<file path="src/rtl/bt_status_tx.sv">
// UART transmitter for the Bluetooth module RXD line: sends a latched 32-bit word
// as 8 uppercase ASCII hex characters followed by CR LF, 8N1 framing.
module bt_status_tx #(
    parameter int BAUD_RATE  = 9600,
    parameter int CLOCK_RATE = 100_000_000
) (
    input  logic        clk_tx,
    input  logic        rst_clk_tx,
    input  logic        send_req,
    input  logic [31:0] send_data,
    output logic        send_busy,
    output logic        send_done,
    output logic        txd_tx
);
    localparam int BAUD_DIV = CLOCK_RATE / BAUD_RATE;
    localparam int CNT_W    = (BAUD_DIV > 2) ? $clog2(BAUD_DIV) : 1;
    localparam logic [CNT_W-1:0] BAUD_LAST = CNT_W'(BAUD_DIV - 1);

    localparam logic [1:0] S_IDLE  = 2'd0;
    localparam logic [1:0] S_START = 2'd1;
    localparam logic [1:0] S_DATA  = 2'd2;
    localparam logic [1:0] S_STOP  = 2'd3;

    generate
        if (BAUD_DIV < 2) begin : g_bad_baud_div
            $error("bt_status_tx: CLOCK_RATE/BAUD_RATE must be at least 2");
        end
    endgenerate

    logic [1:0]       r_state;
    logic [31:0]      r_word;
    logic [3:0]       r_idx;
    logic [2:0]       r_bit;
    logic [CNT_W-1:0] r_baud;
    logic             r_txd;
    logic             r_busy;
    logic             r_done;

    logic [3:0]       w_nibble;
    logic [7:0]       w_char;
    logic [2:0]       w_bit_next;
    logic             w_baud_end;

    function automatic logic [7:0] hex_ascii(input logic [3:0] n);
        return (n < 4'd10) ? (8'h30 + {4'h0, n}) : (8'h37 + {4'h0, n});
    endfunction

    // Character 0..7 are hex digits MSB nibble first, then CR, LF.
    always_comb begin
        w_nibble = r_word[5'd28 - {r_idx[2:0], 2'b00} +: 4];
        if (r_idx == 4'd8)
            w_char = 8'h0D;
        else if (r_idx == 4'd9)
            w_char = 8'h0A;
        else
            w_char = hex_ascii(w_nibble);
    end

    assign w_bit_next = r_bit + 3'd1;
    assign w_baud_end = (r_baud == BAUD_LAST);

    always_ff @(posedge clk_tx or posedge rst_clk_tx) begin
        if (rst_clk_tx) begin
            r_state <= S_IDLE;
            r_word  <= 32'h0;
            r_idx   <= 4'd0;
            r_bit   <= 3'd0;
            r_baud  <= '0;
            r_txd   <= 1'b1;
            r_busy  <= 1'b0;
            r_done  <= 1'b0;
        end else begin
            r_done <= 1'b0;
            case (r_state)
                S_IDLE: begin
                    if (send_req) begin
                        r_word  <= send_data;
                        r_idx   <= 4'd0;
                        r_bit   <= 3'd0;
                        r_baud  <= '0;
                        r_txd   <= 1'b0;
                        r_busy  <= 1'b1;
                        r_state <= S_START;
                    end
                end
                S_START: begin
                    if (w_baud_end) begin
                        r_baud  <= '0;
                        r_bit   <= 3'd0;
                        r_txd   <= w_char[0];
                        r_state <= S_DATA;
                    end else begin
                        r_baud <= r_baud + 1'b1;
                    end
                end
                S_DATA: begin
                    if (w_baud_end) begin
                        r_baud <= '0;
                        if (r_bit == 3'd7) begin
                            r_txd   <= 1'b1;
                            r_state <= S_STOP;
                        end else begin
                            r_bit <= w_bit_next;
                            r_txd <= w_char[w_bit_next];
                        end
                    end else begin
                        r_baud <= r_baud + 1'b1;
                    end
                end
                S_STOP: begin
                    if (w_baud_end) begin
                        r_baud <= '0;
                        // Last character: release busy together with the done pulse.
                        if (r_idx == 4'd9) begin
                            r_done  <= 1'b1;
                            r_busy  <= 1'b0;
                            r_state <= S_IDLE;
                        end else begin
                            r_idx   <= r_idx + 4'd1;
                            r_txd   <= 1'b0;
                            r_state <= S_START;
                        end
                    end else begin
                        r_baud <= r_baud + 1'b1;
                    end
                end
                default: r_state <= S_IDLE;
            endcase
        end
    end

    assign send_busy = r_busy;
    assign send_done = r_done;
    assign txd_tx    = r_txd;

endmodule

</file>
<file path="config.mk">
export PLATFORM = sky130hd
export DESIGN_NAME = bt_status_tx
export DESIGN_NICKNAME = d
export VERILOG_FILES = /design/src/rtl/bt_status_tx.sv
export SDC_FILE = /design/constraint.sdc
export NUM_CORES = 1
export LEC_CHECK = 0
export ABC_CLOCK_PERIOD_IN_PS = 7200
export CAP_MARGIN = 20
export CORE_ASPECT_RATIO = 0.7
export CORE_MARGIN = 10
export CORE_UTILIZATION = 32
export DETAILED_ROUTE_END_ITERATION = 12
export PLACE_DENSITY = 0.52
export SYNTH_ARGS = -nofsm -noshare
export SYNTH_HDL_FRONTEND = slang
export SYNTH_SLANG_ARGS = --single-unit
</file>
<file path="constraint.sdc">
create_clock -name clk_tx -period 7.2 [get_ports clk_tx]
set_input_delay 0.72 -clock clk_tx [delete_from_list [all_inputs] [get_ports clk_tx]]
set_output_delay 0.72 -clock clk_tx [all_outputs]
set_load 0.05 [all_outputs]
</file>
# Yosys cells after proc, flatten, opt, wreduce, memory -nomap -nowiden
# Index checks and enable logic that the tools add are counted.
dict set report totals {
  regBits 58
  inputBits 35
  word_cells 80
}
dict set report op_classes {
  addsub 6
  magnitude_cmp 2
  n_eq_ne 15
  shift 1
  n_mux 38
  reduce_logical 10
}
# op n
set op_table {}
lappend op_table {{$shiftx A32 B6 Y4} 1}
lappend op_table {{$mux W14} 2}
lappend op_table {{$pmux W14 S2} 1}
lappend op_table {{$mux W7} 3}
lappend op_table {{$ne A2 B2 Y1 const B} 8}
lappend op_table {{$reduce_and A5 Y1} 3}
lappend op_table {{$add A14 B1 Y14 const B} 1}
lappend op_table {{$add A6 B4 Y7 const A} 2}
lappend op_table {{$eq A14 B14 Y1 const B} 1}
lappend op_table {{$mux W1} 14}
lappend op_table {{$mux W3} 4}
lappend op_table {{$mux W4} 3}
lappend op_table {{$mux W2} 5}
lappend op_table {{$pmux W3 S3} 1}
lappend op_table {{$eq A4 B4 Y1 const B} 2}
lappend op_table {{$pmux W2 S4} 1}
lappend op_table {{$pmux W4 S2} 1}
lappend op_table {{$reduce_and A4 Y1} 2}
lappend op_table {{$sub A5 B5 Y5 const A} 1}
lappend op_table {{$add A4 B1 Y4 const B} 1}
lappend op_table {{$eq A2 B2 Y1 const B} 2}
lappend op_table {{$lt A3 B4 Y1 const B} 1}
lappend op_table {{$lt A4 B4 Y1 const B} 1}
lappend op_table {{$pmux W1 S4} 1}
lappend op_table {{10 further kinds} 10}

# Logic depth before layout (Yosys ltp)
dict set report depth {
  ltp_word 11
  ltp_mapped 9
}

# Worst setup path after synthesis
# No wires, ideal clock.
dict set report synth_path {
  kind {register to register}
  startpoint {reg r_idx[0]}
  endpoint {reg r_txd (netlist: txd_tx)}
  arrival_ps 2266
  required_time_ps 7118
  setup_slack_ps 4853
  path_stages_with_launch 10
  period_less_slack_ps 2347
  cell_sequence {dfrtp_1 > buf_6 > mux4_2 > mux2i_4 > ha_1 > a21oi_1 > a31o_1 > a31oi_1 > a311oi_1 > a211o_1}
}
dict set report synth_between {
  elab_chain_len 11
}
# element line_no
set synth_lines {}
lappend synth_lines {{from (decl)} 32} ;# logic [3:0] r_idx;
lappend synth_lines {{from (signal assigned)} 119} ;# r_idx <= r_idx + 4'd1;
lappend synth_lines {{$sub A5 B5 Y5} 50} ;# w_nibble = r_word[5'd28 - {r_idx[2:0], 2'b00} +: 4];
lappend synth_lines {{$shiftx A32 B6 Y4} 50}
lappend synth_lines {{$add A6 B4 Y7 or $lt A4 B4 Y1 (tied branches)} 45} ;# return (n < 4'd10) ? (8'h30 + {4'h0, n}) : (8'h37 + {4'h0, n});
lappend synth_lines {{$mux W7} 45}
lappend synth_lines {{$mux W7} 53} ;# else if (r_idx == 4'd9)
lappend synth_lines {{$mux W7} 51} ;# if (r_idx == 4'd8)
lappend synth_lines {{$bmux W1 S3} 104} ;# r_txd <= w_char[w_bit_next];
lappend synth_lines {{$mux W1 (not written as such)} 104}
lappend synth_lines {{$mux W1} 99} ;# if (r_bit == 3'd7) begin
lappend synth_lines {{$mux W1} 97} ;# if (w_baud_end) begin
lappend synth_lines {{$pmux W1 S4} 74} ;# case (r_state)
lappend synth_lines {{to (signal assigned)} 90} ;# r_txd <= w_char[0];
lappend synth_lines {{to (signal assigned)} 104}
lappend synth_lines {{to (decl)} 35} ;# logic r_txd;
# Several ways; a longest one is shown, not always the timed one. The select of a mux whose other input is x is not followed.
# A chain may end at the register's enable or synchronous reset.

# Worst setup path in the final report
# Same ends and word-level chain as after synthesis.

==> qor.yml <==
synthCells: 286
grt_overflow_total: 0
globalplace.congestion: 0.848
synth_cell_types: 54
power_frac_comb_pct: 3.0
start_kind: "flop"
port-buffer-count: 37
die_h_um: 103
grt_pass1_vias: 2279
required_ns: 7.45
hpwlAfterDp_mm: 5.07
critical-path-top-delay-family: "compound AO/OA/AOI/OAI gates"
syn_nets: 332
ant_nets: 0
cts-resized-gates: 0
p_leak_nw: 1.76
antenna_found_initial: 0
crit_buf_inv: 0
num_rows: 30
drcViolationCount: 0
max_freq_mhz: 362
cts_setup_buffers: 0
drive_gt1_share_pct: 19.2
cellPowerDensity_nw_per_um2: 212
slowest_stage: "dfrtp_1"
sw_frac_of_total_pct: 18.2
die_x_um: 138
ios: 38
clockPowerShare_pct: 58.3
critPathArrivalTime_ns: 3.01
path_max_fanout: 10
yosys_warnings: 0
cts_hold_buf: 0
rsz0062_at_grt: "false"
grt_usage_pct: 10.2
n_antenna_cell: 0
path_cells: "mux4_2 -> mux2i_4 -> ha_1 -> a21oi_1 -> a31o_1 -> a31oi_1 -> a311oi_1 -> a211o_1"
setup_violations: 0
period_needed_ns: 2.77
vias: 2300
cts_tree: "built"
post-place-ws_ns: 4.45
min_period_over_period_pct: 38.4
syn_to_final_growth_pct: 26.5
clock_path_buffers: 2
peakVddDrop_uv: 122
vias_per_cell: 5.04
layout_setup_ws_ns: 4.43
syn_area_um2: 3140
nets: 369
p_int_uw: 691
slowest_delay_ns: 0.67
worst-setup-path-type: "flop to flop"
yosysSeqAreaShare_pct: 46.2
htree_levels: 3
relSlewSlack_pct: 49.8
fin_tns_setup_ns: 0
synth_seq_cells: 58
grt_pass1_wl_mm: 12.0
synth_top_area_share_pct: 45.4
synth_top_cell_by_area: "dfrtp_1"
yosys-top-cells-area: "dfrtp_1 45%, mux2_2 12%, mux4_2 5.0%, ha_1 4.4%, o21ai_0 4.3%"
clk_pin_slew_worst_paths_ns: 0.05
synth_flop_cell: "dfrtp_1"
cts_root_buf: "clkbuf_16"
outcome: "finished, final reports clean"
cts_sinks: 58
drv_cap: 0
grt_max_degree: 59
dieArea_um2: 14300
drv_slew: 0
wire_per_inst_um: 15.4
core_area_um2: 9650
worstHoldPathType: "flop to flop"
wl_mm: 7.01
initial_core_util_pct: 32.6
p_seq_share_pct: 38.6
worst_slew_pin_slew_ns: 0.753
avgSynthCellArea_um2: 11.0
report.final.hold_viol_count: 0
netSwitchingPower_uw: 154
insertion_delay_ns: 0.32
numCtsBuffers: 9
synth_async_sr_flop_share_pct: 100
synth_edf_count: 0
first_iter_violations: 221
end_kind: "flop"
detail_route.first_pass.iterations: 4
clock_skew_ns: 0.00496
[layer usage]
metal / up-vias / routed length (um) / global-route usage (%)
met2: 39 / 2920 / 14.4
li1: 1116 / - / -
met3: 7 / 256 / 3.18
met4: 0 / 83 / 2.91
met1: 1138 / 3740 / 14.6
met5: - / 0 / 0
[stage by stage]
stage	area, um^2	hold WS, ns	power [mW]	std cells	utilization (%)
finish	3980	0.485	0.845	456	41.2
floorplan	3140	0.436	0.337	286	-
CTS	3980	0.488	0.855	456	41.2
detailed placement	3630	0.466	0.358	440	37.6
global placement	3630	0.473	0.359	440	37.6
global route	3980	0.512	0.873	456	41.2
[Yosys cell counts (2+ instances only)]
master,instances
dfrtp_1,57
mux2_2,34
nand2_1,30
o21ai_0,27
nor2_1,12
ha_1,11
clkbuf_1,9
inv_1,9
nand2b_1,9
nand3_1,9
a21oi_1,7
mux4_2,7
and3_1,6
o22ai_1,5
a31oi_1,3
nor3b_1,3
o31ai_1,3
a21boi_1,2
and2_1,2
buf_2,2
mux2i_1,2
nand3b_1,2
o21a_1,2
xnor2_1,2
xor2_1,2
[worst reg2reg max path: cells and delay by family (launching register included)]
family | cells | cell delay, ns
muxes | 2 | 0.87
DFF | 1 | 0.67
adders and majority gates | 1 | 0.27
AOI/OAI and AO/OA | 5 | 0.87
[power groups by stage]
stage / Clock (mW) / Sequential (mW) / Combinational (mW)
2_1_floorplan: 0 / 0.332 / 0.00503
3_3_place_gp: 0 / 0.332 / 0.0267
3_5_place_dp: 0 / 0.332 / 0.0265
4_1_cts: 0.502 / 0.326 / 0.0266
5_1_grt: 0.518 / 0.326 / 0.0283
6_report: 0.493 / 0.326 / 0.0255
[flip-flops by register name, indices dropped and copies added, names as in the netlist]
register	cells
send_done	1
r_word	32
send_busy	1
txd_tx	1
r_state	2
r_idx	4
r_baud	14
r_bit	3
[layout by cell type (no fill, tap or decap), drive strengths merged, types with 2 or more instances in the layout]
cell / n
inv: 9
nand2: 30
ha: 11
bufinv: 3
a21boi: 3
nand3b: 2
and3: 6
dfrtp: 57
xor2: 2
xnor2: 2
and2: 3
nor3b: 3
o22ai: 5
nand3: 9
o21ai: 27
a31oi: 3
nor2: 13
o21a: 2
buf: 2
clkbuf: 12
o31ai: 3
nand2b: 9
a21oi: 7
clkdlybuf4s50: 37
mux4: 8
mux2i: 4
mux2: 34
[cell families after synthesis]
logic type                 after synthesis  share of synthesized area (%)
and+or+nand+nor                         82                           13.1
AOI/OAI and AO/OA                       63                           12.4
DFF                                     58                           46.2
muxes                                   46                           19.8
buffers and inverters                   22                           2.94
adders and majority gates               11                           4.38
xor gates and xnor gates                 4                           1.11
[worst paths after layout]
check,from,to,slack [ns],depth (start not counted)
max,r_idx[0]$_DFFE_PP0P_,txd_tx$_DFFE_PP1P_,4.43,8
min,r_baud[13]$_DFFE_PP0P_,r_baud[13]$_DFFE_PP0P_,0.48,1
max reg2reg,r_idx[0]$_DFFE_PP0P_,txd_tx$_DFFE_PP1P_,4.43,8
min reg2reg,r_baud[13]$_DFFE_PP0P_,r_baud[13]$_DFFE_PP0P_,0.48,1
max in group asynchronous,rst_clk_tx,r_bit[2]$_DFFE_PP0P_,5.78,3
min in group asynchronous,rst_clk_tx,r_word[2]$_DFFE_PP0P_,0.93,3
[area by class of cell]
type / instances / area (um^2)
fill: 920 / 5670
multi-input combinational: 206 / 1600
inverter: 9 / 33.8
sequential: 58 / 1450
timing repair buffer: 39 / 385
clock inverter: 4 / 98.8
clock buffer: 12 / 246
tap: 128 / 160
(Power assumes the default switching activity.)
